### config.mk
export PLATFORM = sky130hd
export DESIGN_NAME = sample_gain
export DESIGN_NICKNAME = d
export VERILOG_FILES = /design/src/rtl/sample_gain.sv
export SDC_FILE = /design/constraint.sdc
export NUM_CORES = 1
export LEC_CHECK = 0
export ABC_AREA = 1
export CORE_MARGIN = 8
export CORE_UTILIZATION = 58
export DETAILED_ROUTE_END_ITERATION = 6
export HOLD_SLACK_MARGIN = 0.03
export PLACE_DENSITY = 0.78
export SLEW_MARGIN = 10
export SYNTH_ARGS = -nofsm -noshare
export SYNTH_HDL_FRONTEND = slang
export SYNTH_SLANG_ARGS = --single-unit
### constraint.sdc
create_clock -name clk -period 5.8 [get_ports clk]
set_input_delay 1.45 -clock clk [delete_from_list [all_inputs] [get_ports clk]]
set_output_delay 1.45 -clock clk [all_outputs]
set_load 0.02 [all_outputs]
### src/rtl/sample_gain.sv
// -----------------------------------------------------------------------------
// sample_gain
//
// Stereo master-volume stage sitting between the sample source and the S/PDIF
// sink. Each signed 16-bit left/right sample is scaled by a 7-bit volume that
// is set over MIDI CC7. CC120 and CC123 mute the output. A single shared
// 17x9 signed multiplier is time-multiplexed between the two channels by a
// four-state FSM (IDLE -> LOAD -> MUL -> EMIT).
//
// Optional feature macro: SAMPLE_GAIN_RAMP_EN
//   defined   : applied volume walks +/-1 toward the target once per
//               right-channel EMIT, which removes zipper noise; mute stays
//               immediate.
//   undefined : applied volume follows the target on the cycle after the CC.
//
// Ports
//   clk              in   system clock
//   reset_n          in   synchronous active-low reset
//   midi_rdy         in   one-cycle strobe, midi_* fields valid
//   midi_cmd         in   decoded MIDI command (CC when == `MIDI_CMD_CC)
//   midi_ch_sysn     in   MIDI channel
//   midi_data0       in   CC number
//   midi_data1       in   CC value
//   left_sample_rdy  in   one-cycle strobe, left_sample_in valid
//   left_sample_in   in   signed left sample
//   right_sample_rdy in   one-cycle strobe, right_sample_in valid
//   right_sample_in  in   signed right sample
//   left_sample_stb  out  one-cycle strobe, left_sample_out valid
//   left_sample_out  out  scaled left sample, held until the next left strobe
//   right_sample_stb out  one-cycle strobe, right_sample_out valid
//   right_sample_out out  scaled right sample, held until the next right strobe
//   overrun          out  sticky: a channel strobed while still pending
// -----------------------------------------------------------------------------

`ifndef MIDI_CMD_SIZE
`define MIDI_CMD_SIZE 3
`endif
`ifndef MIDI_CMD_CC
`define MIDI_CMD_CC 3'd3
`endif

module sample_gain #(
    parameter logic [3:0] MIDI_CH     = 4'd0,
    parameter logic [6:0] DEFAULT_VOL = 7'd100
) (
    input  logic                      clk,
    input  logic                      reset_n,
    input  logic                      midi_rdy,
    input  logic [`MIDI_CMD_SIZE-1:0] midi_cmd,
    input  logic [3:0]                midi_ch_sysn,
    input  logic [6:0]                midi_data0,
    input  logic [6:0]                midi_data1,
    input  logic                      left_sample_rdy,
    input  logic [15:0]               left_sample_in,
    input  logic                      right_sample_rdy,
    input  logic [15:0]               right_sample_in,
    output logic                      left_sample_stb,
    output logic [15:0]               left_sample_out,
    output logic                      right_sample_stb,
    output logic [15:0]               right_sample_out,
    output logic                      overrun
);

    typedef enum logic [1:0] {
        ST_IDLE,
        ST_LOAD,
        ST_MUL,
        ST_EMIT
    } state_t;

    state_t state_q, state_d;

    logic [15:0]        left_hold_q,  left_hold_d;
    logic [15:0]        right_hold_q, right_hold_d;
    logic               left_pend_q,  left_pend_d;
    logic               right_pend_q, right_pend_d;
    logic               overrun_q,    overrun_d;
    logic [6:0]         target_q,     target_d;
    logic [6:0]         applied_q,    applied_d;
    logic               mute_q,       mute_d;
    logic               chan_q,       chan_d;
    logic [15:0]        operand_q,    operand_d;
    logic [6:0]         gain_q,       gain_d;
    logic               bypass_q,     bypass_d;
    logic signed [24:0] product_q,    product_d;
    logic [15:0]        left_out_q,   left_out_d;
    logic [15:0]        right_out_q,  right_out_d;
    logic               left_stb_q,   left_stb_d;
    logic               right_stb_q,  right_stb_d;

    logic               cc_hit;
    logic               sel_right;
    logic signed [16:0] op_ext;
    logic signed [8:0]  gain_ext;
    logic [15:0]        scaled;
    logic               unused_product_bits;

    // Operands for the shared multiplier: the sample is sign-extended to 17
    // bits and the unsigned gain is zero-extended to a positive 9-bit value.
    assign op_ext   = {operand_q[15], operand_q};
    assign gain_ext = {2'b00, gain_q};

    // Gain never exceeds 126 on the multiply path, so product[22:7] already
    // holds the full-range result; 127 takes the exact bypass path instead.
    assign scaled = bypass_q ? operand_q : product_q[22:7];

    assign unused_product_bits = ^{product_q[24:23], product_q[6:0]};

    assign cc_hit = midi_rdy && (midi_cmd == `MIDI_CMD_CC) && (midi_ch_sysn == MIDI_CH);

    // Left channel wins whenever both are waiting.
    assign sel_right = !left_pend_q;

    // State register.
    always_ff @(posedge clk) begin
        if (!reset_n) begin
            state_q <= ST_IDLE;
        end else begin
            state_q <= state_d;
        end
    end

    // Next-state logic. Looking at the *_d pending flags lets a fresh strobe
    // start the pipeline on the same edge that captures it.
    always_comb begin
        state_d = state_q;
        case (state_q)
            ST_IDLE: if (left_pend_d || right_pend_d) state_d = ST_LOAD;
            ST_LOAD: state_d = ST_MUL;
            ST_MUL:  state_d = ST_EMIT;
            ST_EMIT: state_d = (left_pend_d || right_pend_d) ? ST_LOAD : ST_IDLE;
            default: state_d = ST_IDLE;
        endcase
    end

    // Datapath and output next values.
    always_comb begin
        left_hold_d  = left_hold_q;
        right_hold_d = right_hold_q;
        left_pend_d  = left_pend_q;
        right_pend_d = right_pend_q;
        overrun_d    = overrun_q;
        target_d     = target_q;
        mute_d       = mute_q;
        chan_d       = chan_q;
        operand_d    = operand_q;
        gain_d       = gain_q;
        bypass_d     = bypass_q;
        product_d    = product_q;
        left_out_d   = left_out_q;
        right_out_d  = right_out_q;
        left_stb_d   = 1'b0;
        right_stb_d  = 1'b0;

        if (cc_hit) begin
            if (midi_data0 == 7'd7) begin
                target_d = midi_data1;
                mute_d   = 1'b0;
            end else if ((midi_data0 == 7'd120) || (midi_data0 == 7'd123)) begin
                mute_d = 1'b1;
            end
        end

`ifdef SAMPLE_GAIN_RAMP_EN
        applied_d = applied_q;
        if ((state_q == ST_EMIT) && chan_q) begin
            if (applied_q < target_q) begin
                applied_d = applied_q + 7'd1;
            end else if (applied_q > target_q) begin
                applied_d = applied_q - 7'd1;
            end
        end
`else
        applied_d = target_d;
`endif

        // The selected channel's pending flag is cleared in LOAD; a strobe
        // landing in that same cycle re-arms it, so the clear comes first.
        if ((state_q == ST_LOAD) && !sel_right) left_pend_d  = 1'b0;
        if ((state_q == ST_LOAD) &&  sel_right) right_pend_d = 1'b0;

        if (left_sample_rdy) begin
            left_hold_d = left_sample_in;
            left_pend_d = 1'b1;
            if (left_pend_q) overrun_d = 1'b1;
        end
        if (right_sample_rdy) begin
            right_hold_d = right_sample_in;
            right_pend_d = 1'b1;
            if (right_pend_q) overrun_d = 1'b1;
        end

        case (state_q)
            ST_LOAD: begin
                // Gain is frozen here so a CC mid-sample cannot affect it.
                chan_d    = sel_right;
                operand_d = sel_right ? right_hold_q : left_hold_q;
                gain_d    = mute_q ? 7'd0 : applied_q;
                bypass_d  = !mute_q && (applied_q == 7'd127);
            end
            ST_MUL: begin
                product_d = 25'(op_ext) * 25'(gain_ext);
            end
            ST_EMIT: begin
                if (chan_q) begin
                    right_out_d = scaled;
                    right_stb_d = 1'b1;
                end else begin
                    left_out_d = scaled;
                    left_stb_d = 1'b1;
                end
            end
            default: ;
        endcase
    end

    // Datapath registers. Reset drops any captured or in-flight sample.
    always_ff @(posedge clk) begin
        if (!reset_n) begin
            left_hold_q  <= 16'd0;
            right_hold_q <= 16'd0;
            left_pend_q  <= 1'b0;
            right_pend_q <= 1'b0;
            overrun_q    <= 1'b0;
            target_q     <= DEFAULT_VOL;
            applied_q    <= DEFAULT_VOL;
            mute_q       <= 1'b0;
            chan_q       <= 1'b0;
            operand_q    <= 16'd0;
            gain_q       <= 7'd0;
            bypass_q     <= 1'b0;
            product_q    <= 25'sd0;
            left_out_q   <= 16'd0;
            right_out_q  <= 16'd0;
            left_stb_q   <= 1'b0;
            right_stb_q  <= 1'b0;
        end else begin
            left_hold_q  <= left_hold_d;
            right_hold_q <= right_hold_d;
            left_pend_q  <= left_pend_d;
            right_pend_q <= right_pend_d;
            overrun_q    <= overrun_d;
            target_q     <= target_d;
            applied_q    <= applied_d;
            mute_q       <= mute_d;
            chan_q       <= chan_d;
            operand_q    <= operand_d;
            gain_q       <= gain_d;
            bypass_q     <= bypass_d;
            product_q    <= product_d;
            left_out_q   <= left_out_d;
            right_out_q  <= right_out_d;
            left_stb_q   <= left_stb_d;
            right_stb_q  <= right_stb_d;
        end
    end

    assign left_sample_stb  = left_stb_q;
    assign left_sample_out  = left_out_q;
    assign right_sample_stb = right_stb_q;
    assign right_sample_out = right_out_q;
    assign overrun          = overrun_q;

endmodule

* Word level (Yosys, flattened, before mapping)
Cells that the tools add are included.
** Word-level totals
- Logic and storage cells :: 63
- Flip-flop bits (word level) :: 127
- Bits of input ports :: 58
- Output and inout bits :: 35
** Cells by class
- Muxes and demuxes :: 18
- Equality and inequality tests :: 9
- Reductions and logical operators :: 17
- Multipliers :: 1
- Bitwise operators :: 1
** Operators with widths (number)
- $mux W16 :: 2
- $mul A16 B8 Y23 :: 1
- $eq A7 B7 Y1 const B :: 3
- $mux W1 :: 13
- $reduce_and A2 Y1 :: 5
- $pmux W2 S4 :: 1
- $eq A7 B3 Y1 const B :: 1
- $mux W7 :: 1
- $logic_and A1 B1 Y1 :: 5
- $eq A2 B2 Y1 const B :: 2
- $logic_not A4 Y1 :: 1
- $eq A3 B2 Y1 const B :: 1
- $eq A2 B1 Y1 const B :: 1
- $logic_not A1 Y1 :: 2
- $logic_not A2 Y1 :: 1
- $logic_or A1 B1 Y1 :: 2
- $mux W2 :: 1
- $ne A2 B2 Y1 const B :: 1
- $reduce_bool A2 Y1 :: 1
- $not A1 Y1 :: 1

* Logic depth before layout (Yosys ltp)
- Depth in word-level cells :: 7
- Depth in mapped cells :: 25
- Mapped depth without buffers :: 23

* Worst setup path before layout
OpenSTA, ideal clock, no wires.
- Path type :: register -> register
- Start point :: register gain_q[2]
- End point :: register product_q[16]
- Path buffers :: 2
- Data required time :: 5.691 ns
- Setup time :: 0.109 ns
- Path slack :: 1.549 ns
- Cell stages (with the launch flop) :: 21
- Clock period less this slack :: 4.251 ns
- Arrival :: 4.142 ns
- Cells stage by stage :: dfxtp_1 clkbuf_1 clkbuf_1 nand2_1 fa_1 fa_1 inv_1 fa_1 inv_1 fa_1 inv_1 ha_1 a21oi_1 o21ai_0 a21oi_2 nand2b_1 nand2_1 nand2_1 nand3_1 nand2_1 inv_1
** Between the ends
- Word-level cells in the longest chain between the ends :: 1
** RTL lines
- start, declared :: line 83 : logic [6:0] gain_q, gain_d;
- start signal, assigned :: line 248 : gain_q <= gain_d;
- $mul A16 B8 Y23 :: line 202 : product_d = 25'(op_ext) * 25'(gain_ext);
- end signal, assigned :: line 250 : product_q <= product_d;
- end, declared :: line 85 : logic signed [24:0] product_q, product_d;
Every way passes these cells.
A chain may end at the register's enable or synchronous reset.

* Final worst setup path
- Start point :: register gain_q[2]
- End point :: register product_q[21]
Same word-level chain as after synthesis.

==> impl_metrics.ini <==
[logic_synthesis]
syn_area_per_cell_um2 = 7.23
synth-edff-count = 0
syn_inst = 1247
synth_area_leader_cell = dfxtp_1
synthArstFlopShare = 0
netlist_area_um2 = 9020
ys_types = 38
synth_area_leaders = dfxtp_1 (27%), fa_1 (18%), inv_1 (11%)
syn_nets = 1436
synth_warnings = 0
yosysSeqAreaShare = 0.266
synthFlopType = dfxtp_1
yosysMostFrequentCell = inv_1
netlist.area_leader.share = 0.266
synth_common_cells = inv_1 (266), nand2_1 (248), nor2_1 (127)
ys_seq_elements = 120

[clocking]
insertion_delay_ps = 420
hold_buffers = 0
tritoncts = done
cts_resized = 0
ctsLongestPathBuffers = 2
cts_inserted_buffers = 17
cts_root_buf = clkbuf_16
cts_setup_buffers = 0
cts_num_sinks = 120
clk_pin_slew_worst_paths_ps = 60
cts_max_level = 4

[power_and_ir_drop]
p_seq_frac = 0.371
pwr-share-clk = 0.345
vdd_drop_max_v = 0.000284
swShare = 0.371
leakagePower_nw = 5.61
p_per_area_nw_per_um2 = 314
internal_power_mw = 2.09
combPwrFrac = 0.284
p_switching_mw = 1.23

[floorplanning]
die_w_um = 141
die_h_um = 141
design.core.area_um2 = 15200
die_area_um2 = 19800
start_util = 0.593
num_rows = 45
io_pins = 93

[placed_design]
io_buffer_count = 92
gp_congestion = 0.928
dpl.hpwl_mm = 17.1
place_ws_ps = 1070
dp_cells = 1463

[critical_path]
arrival_ps = 5160
crit_path_end_kind = register
required_ps = 6120
startpoint_type = register
crit_type = register to register
worstPathMaxFanout = 17

[final_layout]
num_antenna_cells = 0
num-nets-final = 1483
fillers = 1279
syn2layout_area_growth_pct = 17.1
fin_cells = 1495
multi_input_comb_area_um2 = 5320
layout-drive-gt1-share = 0.0413
register_area_um2 = 2400

[global_route]
grtUsageTotal = 0.240
overflow = 0
grt_max_degree = 93
grt_pass1_wl_mm = 38.2
grt_pass1_vias = 8025
antenna_found_initial = 0

[drt]
drt-total-wl_mm = 22.6
ant_nets = 0
avgRoutedWirePerCell_um = 15.1
drc = 0
first_iter_violations = 558
via_per_inst = 5.27
first_pass_iters = 5
vias = 7877

[timing]
setup_viol = 0
tightest_slew_ps = 1000
post-route-min-period_ps = 4840
clock.fmax_mhz = 207
clock_skew_ps = 9.00
period_share = 0.835
relSlewSlack = 0.333
setup_ws_ps = 958
rsz0062_at_grt = false
slew_viol_final = 0
finalHoldViolations = 0
setup_tns_ps = 0

[outcome]
status = complete, no violations

[hold_path]
holdCritPathClass = register to register

[job]
drv_cap = 0
## logic make-up after synthesis
group | share of synthesized area
AND/OR/NAND/NOR | 0.202
adder cells (fa/ha/maj) | 0.251
AO/OA/AOI/OAI | 0.113
flip-flops | 0.266
multiplexers | 0.0122
buffers and inverters | 0.144
XOR/XNOR | 0.0117
## worst paths after layout
kind,start,end,slack (ps),depth (start not counted)
worst max-delay path,gain_q[2]$_SDFFE_PN0P_,product_q[21]$_SDFFE_PN0N_,960,17
worst min-delay path,applied_q[6]$_SDFFE_PN1P_,gain_q[6]$_SDFFE_PN0P_,460,2
worst min register to register,applied_q[6]$_SDFFE_PN1P_,gain_q[6]$_SDFFE_PN0P_,460,2
worst max register to register,gain_q[2]$_SDFFE_PN0P_,product_q[21]$_SDFFE_PN0N_,960,17
## critical path: stages, from the launching register on
cell	delay (ps)
dfxtp_1	740
nand2_1	190
inv_1	190
fa_1	490
inv_1	140
fa_1	450
fa_1	480
fa_1	490
inv_1	40
ha_1	360
inv_1	90
nor3_1	310
and2_1	200
nand4_1	180
nand4_1	160
nand3_1	90
nand2_1	90
inv_1	40
## placed cells by master, fill, tap and decap left out, drive strengths merged
master         netlist  final
a211oi               1      1
a21o                 1      1
a21oi               78     78
a31oi                1      1
and2                 1      1
buf                 12      5
bufinv               0      4
clkbuf              56     19
clkdlybuf4s50        0     91
clkinv               1      5
clkinvlp             0      2
dfxtp              120    120
fa                  83     83
ha                  48     48
inv                268    271
mux2i               11     11
nand2              257    257
nand2b               1      1
nand3               40     40
nand4                7      7
nor2               131    131
nor3                 6      6
nor4                 2      2
o211ai              18     18
o21a                 1      1
o21ai               86     86
o21bai               4      4
or4                  1      1
xnor2                5      5
xor2                 7      7
## sequential cells by signal, summed over array words and instances, names as in the netlist, 2 cells and up
name              count
left_hold_q          16
left_sample_out      16
operand_q            16
product_q            16
right_hold_q         16
right_sample_out     16
applied_q             7
gain_q                7
state_q               2
## per-layer routing
| layer | routed length [µm] | vias up | track usage |
|---|---|---|---|
| met5 | 0 | - | 0 |
| met4 | 697 | 0 | 0.104 |
| met3 | 1080 | 43 | 0.0442 |
| met2 | 11000 | 245 | 0.408 |
| met1 | 9860 | 3719 | 0.293 |
| li1 | - | 3870 | - |
## power groups by stage
stage               clock, mW  sequential (mW)  combinational (mW)
floorplan                   0             1.06               0.776
global placement            0             1.23               0.915
detailed placement          0             1.24               0.934
CTS                      1.15             1.22               0.947
global route             1.19             1.25                1.08
finish                   1.14             1.23               0.941
## metrics by stage
step           power [mW]  hold slack (ps)   util  area, µm²
6_report             3.32              464  0.694      10600
5_1_grt              3.52              481  0.694      10600
4_1_cts              3.32              462  0.694      10600
3_5_place_dp         2.17              453  0.652       9910
3_3_place_gp         2.15              449  0.652       9910
2_1_floorplan        1.84              439      -       9020
## cell type report
class,instances,share of cell area
repair buffers,96,0.0896
clock inverters,13,0.0183
flip-flops and latches,120,0.228
multi-input cells,790,0.504
inverters,269,0.0956
well taps,188,0.0223
clock buffers,19,0.0429
Power figures use the tool's default switching activity.
